**config.mk**
```make
export PLATFORM = sky130hd
export DESIGN_NAME = div_iter
export DESIGN_NICKNAME = d
export VERILOG_FILES = /design/src/rtl/div_iter.sv
export SDC_FILE = /design/constraint.sdc
export NUM_CORES = 1
export LEC_CHECK = 0
export CAP_MARGIN = 20
export CORE_ASPECT_RATIO = 1.4
export CORE_UTILIZATION = 25
export DETAILED_ROUTE_END_ITERATION = 8
export SLEW_MARGIN = 15
export SYNTH_ARGS = -nofsm -noshare
export SYNTH_HDL_FRONTEND = slang
export SYNTH_SLANG_ARGS = --single-unit
```
**constraint.sdc**
```tcl
create_clock -name clk -period 3.3 [get_ports clk]
set_input_delay 0.66 -clock clk [delete_from_list [all_inputs] [get_ports clk]]
set_output_delay 0.66 -clock clk [all_outputs]
set_load 0.02 [all_outputs]
```
**src/rtl/div_iter.sv**
```systemverilog
// div_iter: multi-cycle radix-2 restoring divider for the EX stage.
//
// Sequence: IDLE -> SETUP -> CALC (WIDTH cycles) -> DONE -> IDLE.
// Result is packed {remainder, quotient}, ready for a direct HI/LO write.
//
// Ports:
//   clk        rising-edge clock
//   rst        synchronous reset, active-high
//   start      request a division (sampled only in IDLE)
//   signed_div 1 = DIV (two's complement), 0 = DIVU; captured with start
//   annul      exception flush; aborts any operation in progress
//   dividend   rs operand, captured with start
//   divisor    rt operand, captured with start
//   busy       high in SETUP and CALC (drives div_stall)
//   ready      one-cycle pulse in DONE: result valid this cycle
//   div_zero   (DIV_ZERO_FAST_EN only) high with ready for a zero divisor
//   result     {remainder[WIDTH-1:0], quotient[WIDTH-1:0]}
//
// Optional feature macro: DIV_ZERO_FAST_EN
//   Defined: a zero divisor skips CALC (SETUP -> DONE) and the div_zero
//   output is present. Result values are unchanged.

module div_iter #(
    parameter int WIDTH = 32,
    parameter int CNT_W = $clog2(WIDTH) + 1
) (
    input  logic                 clk,
    input  logic                 rst,
    input  logic                 start,
    input  logic                 signed_div,
    input  logic                 annul,
    input  logic [WIDTH-1:0]     dividend,
    input  logic [WIDTH-1:0]     divisor,
    output logic                 busy,
    output logic                 ready,
`ifdef DIV_ZERO_FAST_EN
    output logic                 div_zero,
`endif
    output logic [2*WIDTH-1:0]   result
);

    typedef enum logic [1:0] {
        IDLE,
        SETUP,
        CALC,
        DONE
    } state_t;

    state_t             state_q, state_d;
    logic [WIDTH-1:0]   a_q, a_d;        // dividend as latched
    logic [WIDTH-1:0]   b_q, b_d;        // divisor as latched
    logic               sdiv_q, sdiv_d;  // signed mode
    logic [WIDTH-1:0]   rem_q, rem_d;    // partial remainder
    logic [WIDTH-1:0]   quo_q, quo_d;    // dividend magnitude shifting into quotient
    logic [WIDTH-1:0]   dmag_q, dmag_d;  // divisor magnitude
    logic [CNT_W-1:0]   cnt_q, cnt_d;
    logic               negq_q, negq_d;  // negate quotient in DONE
    logic               negr_q, negr_d;  // negate remainder in DONE
    logic [2*WIDTH-1:0] result_q, result_d;

    logic               b_zero;
    logic [WIDTH:0]     shifted;
    logic [WIDTH:0]     trial;
    logic [WIDTH-1:0]   quo_fix;
    logic [WIDTH-1:0]   rem_fix;

    always_comb begin
        state_d  = state_q;
        a_d      = a_q;
        b_d      = b_q;
        sdiv_d   = sdiv_q;
        rem_d    = rem_q;
        quo_d    = quo_q;
        dmag_d   = dmag_q;
        cnt_d    = cnt_q;
        negq_d   = negq_q;
        negr_d   = negr_q;
        result_d = result_q;
        busy     = 1'b0;
        ready    = 1'b0;
        result   = result_q;

        b_zero  = (b_q == '0);
        // Shifted partial remainder needs WIDTH+1 bits before the subtract.
        shifted = {rem_q, quo_q[WIDTH-1]};
        trial   = shifted - {1'b0, dmag_q};
        quo_fix = negq_q ? -quo_q : quo_q;
        rem_fix = negr_q ? -rem_q : rem_q;

        case (state_q)
            IDLE: begin
                if (start && !annul) begin
                    state_d = SETUP;
                    a_d     = dividend;
                    b_d     = divisor;
                    sdiv_d  = signed_div;
                end
            end
            SETUP: begin
                busy    = 1'b1;
                rem_d   = '0;
                quo_d   = (sdiv_q && a_q[WIDTH-1]) ? -a_q : a_q;
                dmag_d  = (sdiv_q && b_q[WIDTH-1]) ? -b_q : b_q;
                negq_d  = sdiv_q & (a_q[WIDTH-1] ^ b_q[WIDTH-1]);
                negr_d  = sdiv_q & a_q[WIDTH-1];
                cnt_d   = CNT_W'(WIDTH);
                state_d = CALC;
`ifdef DIV_ZERO_FAST_EN
                if (b_zero) begin
                    state_d = DONE;
                end
`endif
            end
            CALC: begin
                busy = 1'b1;
                if (!trial[WIDTH]) begin
                    rem_d = trial[WIDTH-1:0];
                    quo_d = {quo_q[WIDTH-2:0], 1'b1};
                end else begin
                    rem_d = shifted[WIDTH-1:0];
                    quo_d = {quo_q[WIDTH-2:0], 1'b0};
                end
                cnt_d = cnt_q - CNT_W'(1);
                if (cnt_q == CNT_W'(1)) begin
                    state_d = DONE;
                end
            end
            DONE: begin
                ready    = 1'b1;
                // Zero divisor: fixed result, no sign correction.
                result   = b_zero ? {a_q, {WIDTH{1'b1}}} : {rem_fix, quo_fix};
                result_d = result;
                state_d  = IDLE;
            end
            default: begin
                state_d = IDLE;
            end
        endcase

        // Result is presented combinationally during DONE so it is valid
        // alongside ready; a flush in DONE keeps the previous result.
        if (annul && (state_q != IDLE)) begin
            state_d  = IDLE;
            busy     = 1'b0;
            ready    = 1'b0;
            result   = result_q;
            result_d = result_q;
        end
    end

`ifdef DIV_ZERO_FAST_EN
    assign div_zero = ready & b_zero;
`endif

    always_ff @(posedge clk) begin
        if (rst) begin
            state_q  <= IDLE;
            a_q      <= '0;
            b_q      <= '0;
            sdiv_q   <= 1'b0;
            rem_q    <= '0;
            quo_q    <= '0;
            dmag_q   <= '0;
            cnt_q    <= '0;
            negq_q   <= 1'b0;
            negr_q   <= 1'b0;
            result_q <= '0;
        end else begin
            state_q  <= state_d;
            a_q      <= a_d;
            b_q      <= b_d;
            sdiv_q   <= sdiv_d;
            rem_q    <= rem_d;
            quo_q    <= quo_d;
            dmag_q   <= dmag_d;
            cnt_q    <= cnt_d;
            negq_q   <= negq_d;
            negr_q   <= negr_d;
            result_q <= result_d;
        end
    end

endmodule

```
## Yosys cells after proc, flatten, opt, wreduce, memory -nomap -nowiden

Index checks and enable logic that the tools add are counted.
Widths: inputs -> output; s select.

| storage, ports and cells | value |
|---|---|
| register bits after elaboration | 235 |
| bits in latches | 0 |
| memory bits (writable) | 0 |
| bits in read-only memories | 0 |
| bits of input ports | 69 |
| output and inout bits | 66 |
| logic and storage cells | 58 |
| memories kept | 0 |

| cells by class | value |
|---|---|
| add/sub/neg operators | 6 |
| multipliers | 0 |
| divide/modulo/power cells | 0 |
| magnitude comparators | 0 |
| equal/unequal tests | 6 |
| shift-type cells | 0 |
| mux-type cells | 19 |
| bitwise logic cells | 3 |
| reductions and logical operators | 13 |

Operators with widths:

| kind | number |
|---|---|
| $mux 64 | 3 |
| $mux 32 | 5 |
| $neg 32->32 | 4 |
| $pmux 32 s2 | 2 |
| $sub 33x32->33 | 1 |
| $logic_not 32->1 | 1 |
| $pmux 6 s2 | 1 |
| $pmux 2 s4 | 1 |
| $eq 6x1->1 const B | 1 |
| $sub 6x1->6 const B | 1 |
| $mux 1 | 5 |
| $eq 2x2->1 const B | 2 |
| $logic_and 1x1->1 | 4 |
| $mux 2 | 2 |
| $ne 2x2->1 const B | 2 |
| $reduce_and 2->1 | 2 |
| $reduce_bool 2->1 | 2 |
| $reduce_or 2->1 | 2 |
| $and 1x1->1 | 2 |
| $eq 2x1->1 const B | 1 |
| $logic_not 2->1 | 1 |
| $logic_not 1->1 | 1 |
| $xor 1x1->1 | 1 |

## Logic depth before layout (Yosys ltp)

| depth | value |
|---|---|
| word-level depth | 5 |
| mapped depth | 13 |
| gate-level depth less buffers | 12 |

## Least setup slack after synthesis

Ideal clock, no wire load.

| timing | value |
|---|---|
| path type | register to output |
| start | register rem_q[8] |
| end | output port result[61] |
| data arrival time | 2.849 ns |
| data required time | 2.640 ns |
| path slack | -0.209 ns |
| stages on the path, launching flop included | 12 |
| path buffers | 2 |
| cell sequence | dfxtp_1 or3_1 or4_1 buf_2 or3_1 buf_2 or3_4 o31ai_2 xor2_1 nand2_1 o211ai_1 nand2_1 |

| on the way | value |
|---|---|
| cells in the longest elaborated chain, start to end | 5 |

Ends and longest elaborated chain:

| what | line | RTL |
|---|---|---|
| start: declaration | 53 | `logic [WIDTH-1:0] rem_q, rem_d;` |
| start signal: assignment | 173 | `rem_q <= rem_d;` |
| $neg 32->32 | 88 | `rem_fix = negr_q ? -rem_q : rem_q;` |
| $mux 32 | 88 |  |
| $mux 64 | 131 | `result = b_zero ? {a_q, {WIDTH{1'b1}}} : {rem_fix, quo_fix};` |
| $mux 64 | 90 | `case (state_q)` |
| $mux 64 | 142 | `if (annul && (state_q != IDLE)) begin` |
| end: declaration | 39 | `output logic [2*WIDTH-1:0] result` |

No other way between the ends.

## Worst setup path after layout

| timing | value |
|---|---|
| start | register b_q[2] |
| end | output port result[33] |

| on the way | value |
|---|---|
| cells in the longest elaborated chain, start to end | 4 |

Ends and longest elaborated chain:

| what | line | RTL |
|---|---|---|
| start: declaration | 51 | `logic [WIDTH-1:0] b_q, b_d;` |
| start signal: assignment | 159 | `b_q <= '0;` |
| start signal: assignment | 171 | `b_q <= b_d;` |
| $logic_not 32->1 | 83 | `b_zero = (b_q == '0);` |
| $mux 64 | 131 |  |
| $mux 64 | 90 |  |
| $mux 64 | 142 |  |

No other way between the ends.

==> metrics.md <==
| Metric | Value |
|---|---|
| Status | finished with violations |
| Failing checks | negative setup slack |
| TritonCTS buffer count | 28 |
| CTS tree | built |
| Avg WL per Cell | 15.9 µm |
| Area post-placement | 0.0176 mm² |
| Detailed Routing Iterations Pass 1 | 5 |
| Fin. max-slew vios | 0 |
| Main combinational cell family by area after synthesis | compound AO/OA/AOI/OAI gates |
| RR Endpoint | rem_q[26]$_SDFFE_PP0P_ |
| Crit path to | result[33] |
| Post-synthesis mux area share | 3.32% |
| Crit-path slowest cell | or4_4 |
| Design Power | 0.0132 W |
| Gpl congestion | 0.831 |
| FILL cells | 5596 |
| Average cell area after synthesis | 7.56 µm² |
| Worst slew pin tran | 0.737 ns |
| Area Growth Syn to Fin | 44.8% |
| Crit Path Category | reg -> out |
| Post-DR vias/cell | 4.76 |
| Asr flop ratio synth | 0% |
| Cell taking the most area after synthesis | dfxtp_1 |
| Clock period minus worst slack | 4.09 ns |
| PortBufs | 134 |
| Post-Synthesis Cell Area | 0.0137 mm² |
| Reg2reg path depth | 13 |
| Ports | 135 |
| Top cells by area, synth | dfxtp_1 34%, nand2_1 8.6%, a21oi_1 5.8% |
| Gr ovfl total | 0 |
| Final setup violating endpoints | 64 |
| Area of the core | 0.0541 mm² |
| Number of antenna violations at the first check in global routing | 1 |
| Leakage power total | 7.76 nW |
| Via count | 13700 |
| Die Width | 200 µm |
| Vias in the first global route | 13500 |
| Synth Area in Adders | 3.99% |
| CP Data Arrival Time | 3.43 ns |
| Initial core utilization | 25.3% |
| Longest Clk Path Bufs | 3 |
| Yosys cell types | 73 |
| Hpwl dp | 34500 µm |
| Die ar. | 0.0557 mm² |
| Crit path max fanout | 4 |
| Post-synth top area share | 34.4% |
| Row cnt | 101 |
| Worst path depth | 11 |
| Setup crit end kind | output port |
| First-pass GRT wire length | 71200 µm |
| Design Area, Final | 0.0198 mm² |
| Largest net degree at the start of global routing | 79 |
| Max_cap viols | 0 |
| Post-synth EDFFs | 0 |
| Reg area | 0.00471 mm² |
| Total Routed Length | 45700 µm |
| CTS H-Tree Depth | 1 |
| Die Height | 279 µm |
| Ratio of final minimum period to clock period | 124% |
| Hold crit path type | reg -> reg |
| Multi-input gate area | 0.00925 mm² |
| Worst path bufs/invs | 3 |
| Top_reg_cell synth | dfxtp_1 |
| Origin of the critical flop-to-flop path | quo_q[31]$_SDFFE_PP0P_ |
| Worst R2R Setup Slack | 0.20 ns |
| Final net count | 2237 |
| Clk_lat worst skew | 0.57 ns |
| RSZ-0062 raised after global routing | true |
| DRT antenna net count | 0 |
| Worst path required time | 2.64 ns |
| Worst rel slew slack | 50.9% |
| Layout Skew | 0.0194 ns |
| Flops & latches, synth | 235 |
| Peak VDD IR | 0.365 mV |
| Hold slack final | 0.474 ns |
| CP startpoint | b_q[2]$_SDFFE_PP0P_ |
| Syn nets | 1922 |
| Fmax | 245 MHz |
| Root buf cell | clkbuf_16 |
| Syn Inst Count | 1810 |
| Simple-gate share of the synthesized area | 22.0% |
| Clk slew on worst S/H paths | 0.06 ns |
| Layout cells sized above 1 | 25.2% |
| Power per Cell Area | 665 mW/mm² |
| Final worst slack | -0.790 ns |
| Startpoint Class | flop |
| Clock sink total | 235 |
| Synth Area in XOR/XNOR | 9.03% |
| Compound-Gate Fraction of Synth Area | 22.2% |
| DRC | 0 |
| GRT Total Usage | 16.1% |
| Crit path max-delay family | simple AND/OR/NAND/NOR gates |
| Iteration-0 DRC Markers | 531 |
| CP cell instances | nor4_4 > nand2b_1 > or3b_4 > or2_1 > or4_4 > buf_16 > buf_6 > o211ai_1 > o21ai_2 > o21ai_2 > buf_6 |
| Yosys warning count | 0 |
| Seq/Total Area, Yosys | 34.4% |
| Final hold vios | 0 |
| CP peak stage delay | 0.64 ns |
==> layout by cell type (no fill, tap or decap), types with 13 or more instances in the layout <==
cell type        count
o21ai_2             42
a31oi_4             30
nand3_1             16
buf_4              235
or4_1               14
clkbuf_16           30
o41ai_1             15
nor3_1              16
o31ai_1             19
a21oi_1            146
nand2b_1            15
xor2_1              84
inv_1               61
buf_12              14
nand2_2             20
nor2_1             143
or3_1               13
nand2_1            291
nor2b_1             66
dfxtp_1            232
ha_1                40
a211oi_1            29
clkdlybuf4s50_1     68
o21ai_0            107
xnor2_1             53
mux2i_1             41
buf_6               73
nor4_1              13
==> cell type report <==
cell class                 count  area share (%)
timing repair buffer         402            18.9
clock buffer                  33            3.73
antenna                        1          0.0126
sequential                   235            23.8
multi-input combinational   1394            46.7
tap                          721            4.55
inverter                      64            1.23
clock inverter                16            1.09
==> logic make-up (layout without fill, tap and decap cells) <==
family                     count (synthesis)  count (layout)
other                                      0               1
and+or+nand+nor                          664             664
buffers and inverters                    181             515
muxes                                     45              45
DFF                                      235             235
xor gates and xnor gates                 141             141
AOI/OAI and AO/OA                        501             501
adders and majority gates                 43              43
==> worst min path at each step <==
stage	cells after the start	end	slack [ns]	start
floorplan	1	cnt_q[5]$_SDFFE_PP0P_	0.44	cnt_q[5]$_SDFFE_PP0P_
global placement	1	cnt_q[5]$_SDFFE_PP0P_	0.45	cnt_q[5]$_SDFFE_PP0P_
detailed placement	1	cnt_q[5]$_SDFFE_PP0P_	0.47	cnt_q[5]$_SDFFE_PP0P_
CTS	1	cnt_q[5]$_SDFFE_PP0P_	0.48	cnt_q[5]$_SDFFE_PP0P_
global route	2	dmag_q[19]$_SDFFE_PP0N_	0.51	dmag_q[19]$_SDFFE_PP0N_
finish	1	cnt_q[5]$_SDFFE_PP0P_	0.47	cnt_q[5]$_SDFFE_PP0P_
==> power by group <==
| group | leakage (nW) | total (W) | switching, W | internal [W] |
|---|---|---|---|---|
| combinational | 5.40 | 0.00654 | 0.00355 | 0.00299 |
| sequential | 1.91 | 0.00342 | 0.000249 | 0.00317 |
| clock | 0.457 | 0.00322 | 0.00130 | 0.00192 |
| total | 7.76 | 0.0132 | 0.00509 | 0.00808 |
==> synth_stat cells, types with 8 or more instances <==
master	number
buf_1	12
a32oi_1	8
o22ai_1	10
buf_2	13
dfxtp_1	235
a211oi_1	29
or4_1	18
ha_1	42
mux2i_1	42
o21ai_1	44
xor2_1	85
or3_1	14
nand2b_1	15
o21ai_0	113
a31oi_1	35
o41ai_1	17
a21oi_1	158
o211ai_1	11
nor3_1	17
nor2_1	151
nand3_1	17
nor4_1	15
nand2_1	313
inv_1	61
xnor2_1	56
o31ai_1	19
clkbuf_1	91
nor2b_1	66
==> stage by stage <==
| stage | cells | setup TNS, ns | setup WS, ns | util [%] |
|---|---|---|---|---|
| detailed placement | 2782 | -38.47 | -0.836 | 32.5 |
| CTS | 2854 | -46.12 | -0.812 | 36.0 |
| finish | 2866 | -40.84 | -0.790 | 36.6 |
| global route | 2865 | -49.56 | -0.943 | 36.6 |
| global placement | 2782 | -37.87 | -0.813 | 32.5 |
| floorplan | 1810 | -0.480 | -0.149 | - |
==> routing by layer <==
layer | routed length (µm) | global-route usage [%] | vias up
met1 | 18700 | 18.4 | 6401
li1 | - | - | 6924
met3 | 2070 | 2.33 | 66
met5 | 12 | 0 | -
met2 | 23600 | 30.0 | 257
met4 | 1300 | 5.13 | 2
==> registers in the layout, summed over array words and instances, names as in the netlist <==
name      count
a_q          32
b_q          32
cnt_q         6
dmag_q       32
negq_q        1
negr_q        1
quo_q        32
rem_q        32
result_q     64
sdiv_q        1
state_q       2
==> what timing repair did <==
item	CTS	global route
endpoints found under the setup margin	65	65
hold buffers	0	0
setup buffers	21	12
resized for setup	471	59
pin swaps	34	54
gates cloned	2	3
==> worst register-to-register path: stages, from the launching register on <==
cell and delay, ns:
dfxtp_1 0.32, inv_1 0.10, ha_1 0.25, fa_1 0.38, nand2b_1 0.18, a21o_1 0.18, a31o_2 0.21, buf_4 0.13
a21o_1 0.22, o21a_1 0.26, o41ai_1 0.32, xor2_1 0.23, mux2i_1 0.11, o21ai_0 0.14
Power figures use the tool's default switching activity.
